--- src/rtl/ixc_elastic_pkg.sv ---
// Shared types for the ixc_elastic family: stage state and occupancy codes.
package ixc_elastic_pkg;

  typedef enum logic [1:0] {
    EMPTY = 2'd0,
    ONE   = 2'd1,
    FULL  = 2'd2
  } state_t;

  localparam logic [1:0] OCC_EMPTY = 2'd0;
  localparam logic [1:0] OCC_ONE   = 2'd1;
  localparam logic [1:0] OCC_FULL  = 2'd2;

endpackage

--- src/rtl/ixc_elastic_11.sv ---
// Two-entry registered skid stage for the 11-bit assign-template bus.
// All outputs decode from registered state; r_ready never depends on l_ready.
module ixc_elastic_11
  import ixc_elastic_pkg::*;
#(
  parameter int W = 11
) (
  input  logic         clk,
  input  logic         rst,
  input  logic [W-1:0] R,
  input  logic         r_valid,
  output logic         r_ready,
  output logic [W-1:0] L,
  output logic         l_valid,
  input  logic         l_ready,
  input  logic         flush,
  output logic [1:0]   occ
);

  state_t       state;
  logic [W-1:0] head;
  logic [W-1:0] skid;
  logic         push;
  logic         pop;

  assign r_ready = (state != FULL);
  assign l_valid = (state != EMPTY);
  assign L       = head;
  assign push    = r_valid & r_ready;
  assign pop     = l_valid & l_ready;

  always_comb begin
    occ = OCC_EMPTY;
    case (state)
      ONE:     occ = OCC_ONE;
      FULL:    occ = OCC_FULL;
      default: occ = OCC_EMPTY;
    endcase
  end

  // Data registers only load on push or a skid->head move, so R is never
  // sampled while r_valid is low.
  always_ff @(posedge clk) begin
    if (rst) begin
      state <= EMPTY;
      head  <= '0;
      skid  <= '0;
    end else if (flush) begin
      state <= EMPTY;
    end else begin
      case (state)
        EMPTY: begin
          if (push) begin
            head  <= R;
            state <= ONE;
          end
        end
        ONE: begin
          case ({push, pop})
            2'b11: head <= R;
            2'b10: begin
              skid  <= R;
              state <= FULL;
            end
            2'b01: state <= EMPTY;
            default: state <= ONE;
          endcase
        end
        FULL: begin
          if (pop) begin
            head  <= skid;
            state <= ONE;
          end
        end
        default: state <= EMPTY;
      endcase
    end
  end

endmodule

--- config.mk ---
export PLATFORM = sky130hd
export DESIGN_NAME = ixc_elastic_11
export DESIGN_NICKNAME = d
export VERILOG_FILES = /design/src/rtl/ixc_elastic_pkg.sv /design/src/rtl/ixc_elastic_11.sv
export SDC_FILE = /design/constraint.sdc
export NUM_CORES = 1
export LEC_CHECK = 0
export ABC_AREA = 0
export CAP_MARGIN = 20
export CORE_ASPECT_RATIO = 1.4
export CORE_MARGIN = 5
export CORE_UTILIZATION = 51
export DETAILED_ROUTE_END_ITERATION = 8
export GPL_TIMING_DRIVEN = 0
export PLACE_DENSITY_LB_ADDON = 0.08
export SLEW_MARGIN = 5
export SYNTH_ARGS = -nofsm -noshare
export SYNTH_HDL_FRONTEND = slang
export SYNTH_SLANG_ARGS = --single-unit
--- constraint.sdc ---
create_clock -name clk -period 4.4 [get_ports clk]
set_clock_uncertainty 0.2 [all_clocks]
set_input_delay 0.88 -clock clk [delete_from_list [all_inputs] [get_ports clk]]
set_output_delay 0.88 -clock clk [all_outputs]
set_load 0.005 [all_outputs]
After elaboration in Yosys (flattened, before gate mapping)
Index checks and enable logic that the tools add are counted.
{ "totals": {"reg_bits": 24, "word_cells": 32, "inputBits": 16} }
{ "classes": {"n_mux": 9, "n_bitwise": 3, "n_eq_ne": 10, "n_reduce_logical": 7} }
{ "ops": {"columns": ["cell", "n"], "rows": [
  ["$mux 11", 3],
  ["$pmux 11 s3", 1],
  ["$pmux 2 s3", 2],
  ["$ne 2x2->1 const B", 4],
  ["$eq 2x2->1 const B", 3],
  ["$reduce_and 3->1", 2],
  ["$reduce_and 5->1", 1],
  ["$eq 2x1->1 const B", 2],
  ["$mux 2", 2],
  ["$pmux 2 s2", 1],
  ["$reduce_bool 3->1", 1],
  ["$and 1x1->1", 2],
  ["$logic_not 2->1", 1],
  ["$ne 2x1->1 const B", 1],
  ["$reduce_bool 2->1", 1],
  ["$reduce_or 2->1", 1],
  ["$not 1->1", 1]
]} }

Depth between registers and ports, before layout
Gate-level depths: netlist of the first run.
{ "logic_depth": {"depth_word": 5, "mapped_depth": 9} }

Worst setup path before layout of the first run
OpenSTA, ideal clock, no wires.
{ "synth_path": {"path_kind": "input-to-reg", "start": "in r_valid", "end": "reg head[0] (netlist: L[0])", "path_slack_ps": 2121, "path_stages": 6, "required_time_ps": 4058, "arrival_time_ps": 1937, "setup_ps": 142, "cell_sequence": "and2_1 ha_1 mux2_4 buf_2 a211oi_1 a211oi_2"} }
{ "synth_via": {"elab_chain_cells": 4} }
{ "synth_rtl": {"columns": ["element", "line_no", "source"], "rows": [
  ["from (decl)", "ixc_elastic_11.sv:11", "input logic r_valid,"],
  ["$and 1x1->1 (*)", "ixc_elastic_11.sv:29", "assign push = r_valid & r_ready;"],
  ["$eq 2x2->1", "ixc_elastic_11.sv:59", "case ({push, pop})"],
  ["$ne 2x1->1 (no line)", null, null],
  ["$reduce_and 5->1 (no line) (*)", null, null],
  ["to (signal assigned)", "ixc_elastic_11.sv:71", "head <= skid;"],
  ["to (decl)", "ixc_elastic_11.sv:21", "logic [W-1:0] head;"]
]} }
Mark *: on every way between the ends. The rest lies on a longest branch, timed or not.
A chain may end at the register's enable or synchronous reset.

Worst setup path in the final report of the first run
{ "layout_path": {"start": "reg state[0]", "end": "out r_ready"} }
{ "layout_via": {"elab_chain_cells": 1} }
{ "layout_rtl": {"columns": ["element", "line_no", "source"], "rows": [
  ["from (decl)", "ixc_elastic_11.sv:20", "state_t state;"],
  ["from (signal assigned)", "ixc_elastic_11.sv:45", "state <= EMPTY;"],
  ["from (signal assigned)", "ixc_elastic_11.sv:49", "state <= EMPTY;"],
  ["from (signal assigned)", "ixc_elastic_11.sv:55", "state <= ONE;"],
  ["$ne 2x2->1", "ixc_elastic_11.sv:26", "assign r_ready = (state != FULL);"],
  ["to (decl)", "ixc_elastic_11.sv:12", "output logic r_ready,"]
]} }
Every way passes these cells.

==> impl_metrics.env, run 1 <==
export IMPL_whs_ns=0.262
export IMPL_cts_hold_repair_buffers=0
export IMPL_hpwlAfterDp_um=1970
export IMPL_start_kind="flop"
export IMPL_via_per_inst=5.59
export IMPL_final_antenna_net_count=0
export IMPL_fin_cells=180
export IMPL_synth_edff_count=0
export IMPL_final_nets=177
export IMPL_cellPowerDensity_nw_per_um2=279
export IMPL_path_clk_slew_ns=0.13
export IMPL_ir_drop_v=0.000221
export IMPL_cp_max_fo=10
export IMPL_hold_viol_final=0
export IMPL_max_cap_violations=0
export IMPL_routed_wl_um=2690
export IMPL_min_path_type="reg2reg"
export IMPL_crit_arrival_ns=1.79
export IMPL_yosysTopAreaCell="dfxtp_1"
export IMPL_cts_buffers=3
export IMPL_met2_usage_pct=31.4
export IMPL_timing_final_crit_share_pct=65.3
export IMPL_antenna_found_initial=0
export IMPL_grt_pass1_wl_um=4530
export IMPL_async_reset_ff_share_pct=0
export IMPL_cts_root_buffer="clkbuf_4"
export IMPL_io_pins=31
export IMPL_grt_met3_usage_pct=3.36
export IMPL_yosysSeqAreaShare_pct=41.3
export IMPL_post_dp_cell_area_um2=1490
export IMPL_rsz0062_at_grt="no"
export IMPL_gr_usage_all_layers_pct=17.5
export IMPL_setup_viol=0
export IMPL_gp_congestion=0.784
export IMPL_initial_utilization_pct=53.4
export IMPL_n_fill_cell=176
export IMPL_maxSlewHeadroom_pct=58.9
export IMPL_criticalPathCategory="reg2out"
export IMPL_fin_crit_ns=2.87
export IMPL_clock_latency_ns=0.31
export IMPL_drive_gt1_share_pct=13.3
export IMPL_cts_tree="done"
export IMPL_ys_flop_type="dfxtp_1"
export IMPL_synth_seq_cells=24
export IMPL_worst_pin_slew_ns=0.616
export IMPL_power_leakage_nw=0.629
export IMPL_ys_warn_count=0
export IMPL_syn_avg_cell_area_um2=9.38
export IMPL_worstPathRequired_ns=3.32
export IMPL_fp_dieW_um=50.4
export IMPL_fin_setup_tns_ns=0
export IMPL_placedCellCount=176
export IMPL_use_met1_pct=19.8
export IMPL_status="complete, no violations"
export IMPL_coreArea_um2=2180
export IMPL_synth_cells=124
export IMPL_synthTopCellsByArea="dfxtp_1, a211oi_1, mux2i_1, nand2_1, a211oi_2"
export IMPL_fp_dieH_um=66.5
export IMPL_fmax_mhz=348
export IMPL_overflow=0
export IMPL_dr_pass1_iters=4
export IMPL_vias=1007
export IMPL_cts_setup_buffers=0
export IMPL_synth_top_area_share_pct=41.3
export IMPL_cts_repair_resized=0
export IMPL_drt_iter0_drc=32
export IMPL_area_delta_synth_final_pct=31.3
export IMPL_endpoint_kind="output port"
export IMPL_synthTopCellsByCount="dfxtp_1, nand2_1, a211oi_1"
export IMPL_cts_htree_levels=1
export IMPL_synth_cell_types=27
export IMPL_portBuffers=30
export IMPL_drc=0
export IMPL_netlist_area_um2=1160
export IMPL_dieArea_um2=3350
export IMPL_diodes=0
export IMPL_top_usage_layer="met2"
export IMPL_wl_per_cell_um=14.9
export IMPL_grt_max_degree=14
export IMPL_syn_num_nets=142
export IMPL_cts_path_max_buffers=2
export IMPL_drv_slew=0
export IMPL_rows=20
export IMPL_first_global_vias=1027
export IMPL_utilization_pct=70.2
export IMPL_cts_sinks=24
export IMPL_postLayoutCellArea_um2=1530
[logic make-up after synthesis]
logic type                 synth area share, %
and+or+nand+nor                           14.3
buffers and inverters                     6.45
AOI/OAI and AO/OA                         25.1
DFF                                       41.3
adders and majority gates                 2.15
muxes                                     10.8
[layout make-up]
class                      instances  area (µm²)  area share [%]
timing repair buffer              30         300            19.7
sequential                        24         480            31.4
clock buffer                       4        36.3            2.38
inverter                           4        15.0           0.983
multi-input combinational         86         608            39.8
tap                               22        27.5            1.80
buffer                            10        60.1            3.93
[state kept, by name (all words and copies together) (netlist names)]
name and flops:
L 11, state 2, skid 11
[routing by layer]
layer,routed length [µm],up-vias,share of wire (%)
met5,0,-,0
met2,1410,15,53
li1,-,515,-
met1,1150,475,43
met3,104,2,3.9
met4,23,0,0.86
[worst paths after layout]
path	startpoint	endpoint	slack, ns	cells after the start
hold / removal	skid[9]$_SDFFE_PP0P_	skid[9]$_SDFFE_PP0P_	0.26	2
setup / recovery	state[0]$_SDFFE_PP0P_	r_ready	1.53	4
setup reg to reg	state[0]$_SDFFE_PP0P_	L[5]$_SDFFE_PP0P_	1.93	9
hold reg to reg	skid[9]$_SDFFE_PP0P_	skid[9]$_SDFFE_PP0P_	0.26	2
[critical path: stages, from the launching register on]
cell and delay, ns:
dfxtp_1 0.49, nand2b_1 0.15, buf_4 0.16, buf_6 0.17
clkdlybuf4s50_1 0.51
[metrics by stage]
| step | total power [mW] | setup slack [ns] |
|---|---|---|
| 6_report | 0.426 | 1.53 |
| 5_1_grt | 0.450 | 1.42 |
| 4_1_cts | 0.430 | 1.50 |
| 3_5_place_dp | 0.316 | 1.47 |
| 3_3_place_gp | 0.314 | 1.54 |
| 2_1_floorplan | 0.274 | 2.12 |
[power by group]
part / switching, mW / internal, mW
clock: 0.0645 / 0.0505
combinational: 0.0337 / 0.0449
sequential: 0.00565 / 0.227
total: 0.104 / 0.322
[layout by cell type (no fill, tap or decap), types with 2 or more instances in the layout]
cell             Yosys  final
a211oi_1            16     16
ha_1                 2      2
buf_2                3      3
clkbuf_1             3      3
clkdlybuf4s50_1      0     30
a21o_1               2      2
inv_1                3      3
a211oi_2             7      7
nand2b_1             2      2
mux2i_1             11     11
clkbuf_4             0      3
buf_6                2      2
nand2_1             24     24
a21oi_1             11     11
dfxtp_1             24     24
Power figures use the tool's default switching activity.
==> run 2: changes to the inputs <==
--- a/config.mk
+++ b/config.mk
@@ -9,7 +9,7 @@
 export CAP_MARGIN = 20
 export CORE_ASPECT_RATIO = 1.4
 export CORE_MARGIN = 5
-export CORE_UTILIZATION = 51
+export CORE_UTILIZATION = 47
 export DETAILED_ROUTE_END_ITERATION = 8
 export GPL_TIMING_DRIVEN = 0
 export PLACE_DENSITY_LB_ADDON = 0.08
==> constraint.sdc (replaced) <==
create_clock -name clk -period 2.7 [get_ports clk]
set_clock_uncertainty 0.2 [all_clocks]
set_input_delay 0.54 -clock clk [delete_from_list [all_inputs] [get_ports clk]]
set_output_delay 0.54 -clock clk [all_outputs]
set_load 0.005 [all_outputs]
==> run 2 against run 1 <==
Via count down 0.40%. Largest power group unchanged. Sequential share of layout area about the same. Combinational power rose by 63%. First-iteration DRC count decreased by 81%.
==> impl_metrics.env, run 2 (same netlist as run 1, synthesis figures left out) <==
export IMPL_status="complete, no violations"
export IMPL_seq_area_um2=480
export IMPL_clock_latency_ns=0.30
export IMPL_cp_max_fo=10
export IMPL_cts_tree="done"
export IMPL_timing_final_crit_share_pct=93.6
export IMPL_routed_wl_um=2770
export IMPL_wl_per_cell_um=14.5
export IMPL_fmax_mhz=396
export IMPL_path_clk_slew_ns=0.12
export IMPL_min_delay_start="skid[6]$_SDFFE_PP0P_"
export IMPL_gr_usage_all_layers_pct=17.4
export IMPL_final_cell_mix="clkdlybuf4s50_1, dfxtp_1, nand2_1, a211oi_1"
export IMPL_hold_viol_final=0
export IMPL_setup_viol=0
export IMPL_final_common_cell="clkdlybuf4s50_1"
export IMPL_pre_cts_slack_ns=0.145
export IMPL_fp_dieW_um=52.1
export IMPL_worstPathRequired_ns=1.96
export IMPL_portBuffers=30
export IMPL_fin_crit_ns=2.53
export IMPL_first_global_vias=1064
export IMPL_hpwlAfterDp_um=2010
export IMPL_area_delta_synth_final_pct=31.4
export IMPL_cts_repair_resized=0
export IMPL_cts_root_buffer="clkbuf_4"
export IMPL_crit_arrival_ns=1.79
export IMPL_cts_htree_levels=1
export IMPL_start_kind="flop"
export IMPL_antenna_found_initial=0
export IMPL_fin_setup_tns_ns=0
export IMPL_multiInputGateArea_um2=608
export IMPL_cts_sinks=24
export IMPL_dr_pass1_iters=4
export IMPL_cts_hold_repair_buffers=0
export IMPL_r2r_setup_slack_ns=0.24
export IMPL_final_nets=177
export IMPL_cellPowerDensity_nw_per_um2=431
export IMPL_rsz0062_at_grt="no"
export IMPL_criticalPathCategory="reg2out"
export IMPL_cts_buffers=3
export IMPL_overflow=0
export IMPL_fp_dieH_um=68.9
export IMPL_gp_congestion=0.759
export IMPL_grt_pass1_wl_um=4670
export IMPL_coreArea_um2=2390
export IMPL_dieArea_um2=3580
export IMPL_worst_pin_slew_ns=0.644
export IMPL_startpoint="state[0]$_SDFFE_PP0P_"
export IMPL_cts_setup_buffers=0
export IMPL_final_antenna_net_count=0
export IMPL_max_cap_violations=0
export IMPL_vias=1003
export IMPL_io_pins=31
export IMPL_drive_gt1_share_pct=12.7
export IMPL_r2r_start="state[0]$_SDFFE_PP0P_"
export IMPL_cts_path_max_buffers=2
export IMPL_drc=0
export IMPL_drt_iter0_drc=6
export IMPL_ir_drop_v=0.000349
export IMPL_endpoint_kind="output port"
export IMPL_setup_ws_ns=0.172
export IMPL_power_leakage_nw=0.621
export IMPL_rows=21
export IMPL_min_path_type="reg2reg"
export IMPL_initial_utilization_pct=48.7
export IMPL_via_per_inst=5.25
export IMPL_grt_max_degree=13
export IMPL_drv_slew=0
export IMPL_diodes=0
export IMPL_n_fill_cell=201
export IMPL_maxSlewHeadroom_pct=57.1
==> run 2: cell count changes in the layout (fill, tap and decap cells not counted), sizes merged <==
| cell | previous run | this run |
|---|---|---|
| clkbuf | 7 | 6 |
==> run 2: worst max-delay path, stage by stage (launching register included) <==
cell             delay, ns
dfxtp_1               0.49
nand2b_1              0.15
buf_4                 0.16
buf_6                 0.17
clkdlybuf4s50_1       0.51
==> run 2: where the power goes <==
part | internal [mW] | total [mW] | switching, mW
Sequential | 0.369 | 0.379 | 0.00965
Combinational | 0.0730 | 0.128 | 0.0545
Clock | 0.0520 | 0.152 | 0.100
Total | 0.494 | 0.659 | 0.165
==> run 2: final timing paths <==
| check | endpoint | cells after the start |
|---|---|---|
| setup / recovery | r_ready | 4 |
| hold / removal | skid[6]$_SDFFE_PP0P_ | 2 |
| setup reg to reg | L[1]$_SDFFE_PP0P_ | 9 |
| hold reg to reg | skid[6]$_SDFFE_PP0P_ | 2 |
==> run 2: layout make-up <==
cell class	count	share of cell area [%]
Multi-Input combinational cell	86	39.8
Sequential cell	24	31.4
Buffer	10	3.93
Inverter	4	0.982
Clock buffer	3	1.47
Timing Repair Buffer	30	19.6
Tap cell	34	2.78
==> run 2: routing by layer <==
layer	wire length (µm)	global-route usage [%]	share of wire, %	vias to the layer above
li1	-	-	-	513
met1	1230	19.2	44	471
met2	1410	32.1	51	17
met3	104	4.09	3.8	2
met4	27	6.23	0.97	0
met5	0	0	0	-
==> run 2: metrics by stage <==
stage	hold WS (ns)	total power, mW	utilization (%)	area, µm²	instances
global placement	0.241	0.512	63.0	1510	188
floorplan	0.236	0.447	-	1160	124
finish	0.262	0.659	63.9	1530	191
detailed placement	0.247	0.515	63.0	1510	188
global route	0.287	0.696	63.9	1530	191
CTS	0.263	0.664	63.9	1530	191
==> run 3: changes to the inputs <==
--- a/config.mk
+++ b/config.mk
@@ -9,7 +9,7 @@
 export CAP_MARGIN = 20
 export CORE_ASPECT_RATIO = 1.4
 export CORE_MARGIN = 5
-export CORE_UTILIZATION = 47
+export CORE_UTILIZATION = 51
 export DETAILED_ROUTE_END_ITERATION = 8
 export GPL_TIMING_DRIVEN = 0
 export PLACE_DENSITY_LB_ADDON = 0.08
==> constraint.sdc (replaced) <==
create_clock -name clk -period 3 [get_ports clk]
set_clock_uncertainty 0.2 [all_clocks]
set_input_delay 0.6 -clock clk [delete_from_list [all_inputs] [get_ports clk]]
set_output_delay 0.6 -clock clk [all_outputs]
set_load 0.005 [all_outputs]
==> results of run 3 <==
The final DEF is identical to that of run 1. Status: complete, no violations.
Among the figures that moved: setup slack after placement 1.47 ns -> 0.352 ns; setup slack after layout 1.53 ns -> 0.405 ns; register-to-register setup slack 1.93 ns -> 0.53 ns; total power 0.426 mW -> 0.625 mW; worst IR drop on VDD 0.000221 V -> 0.000324 V
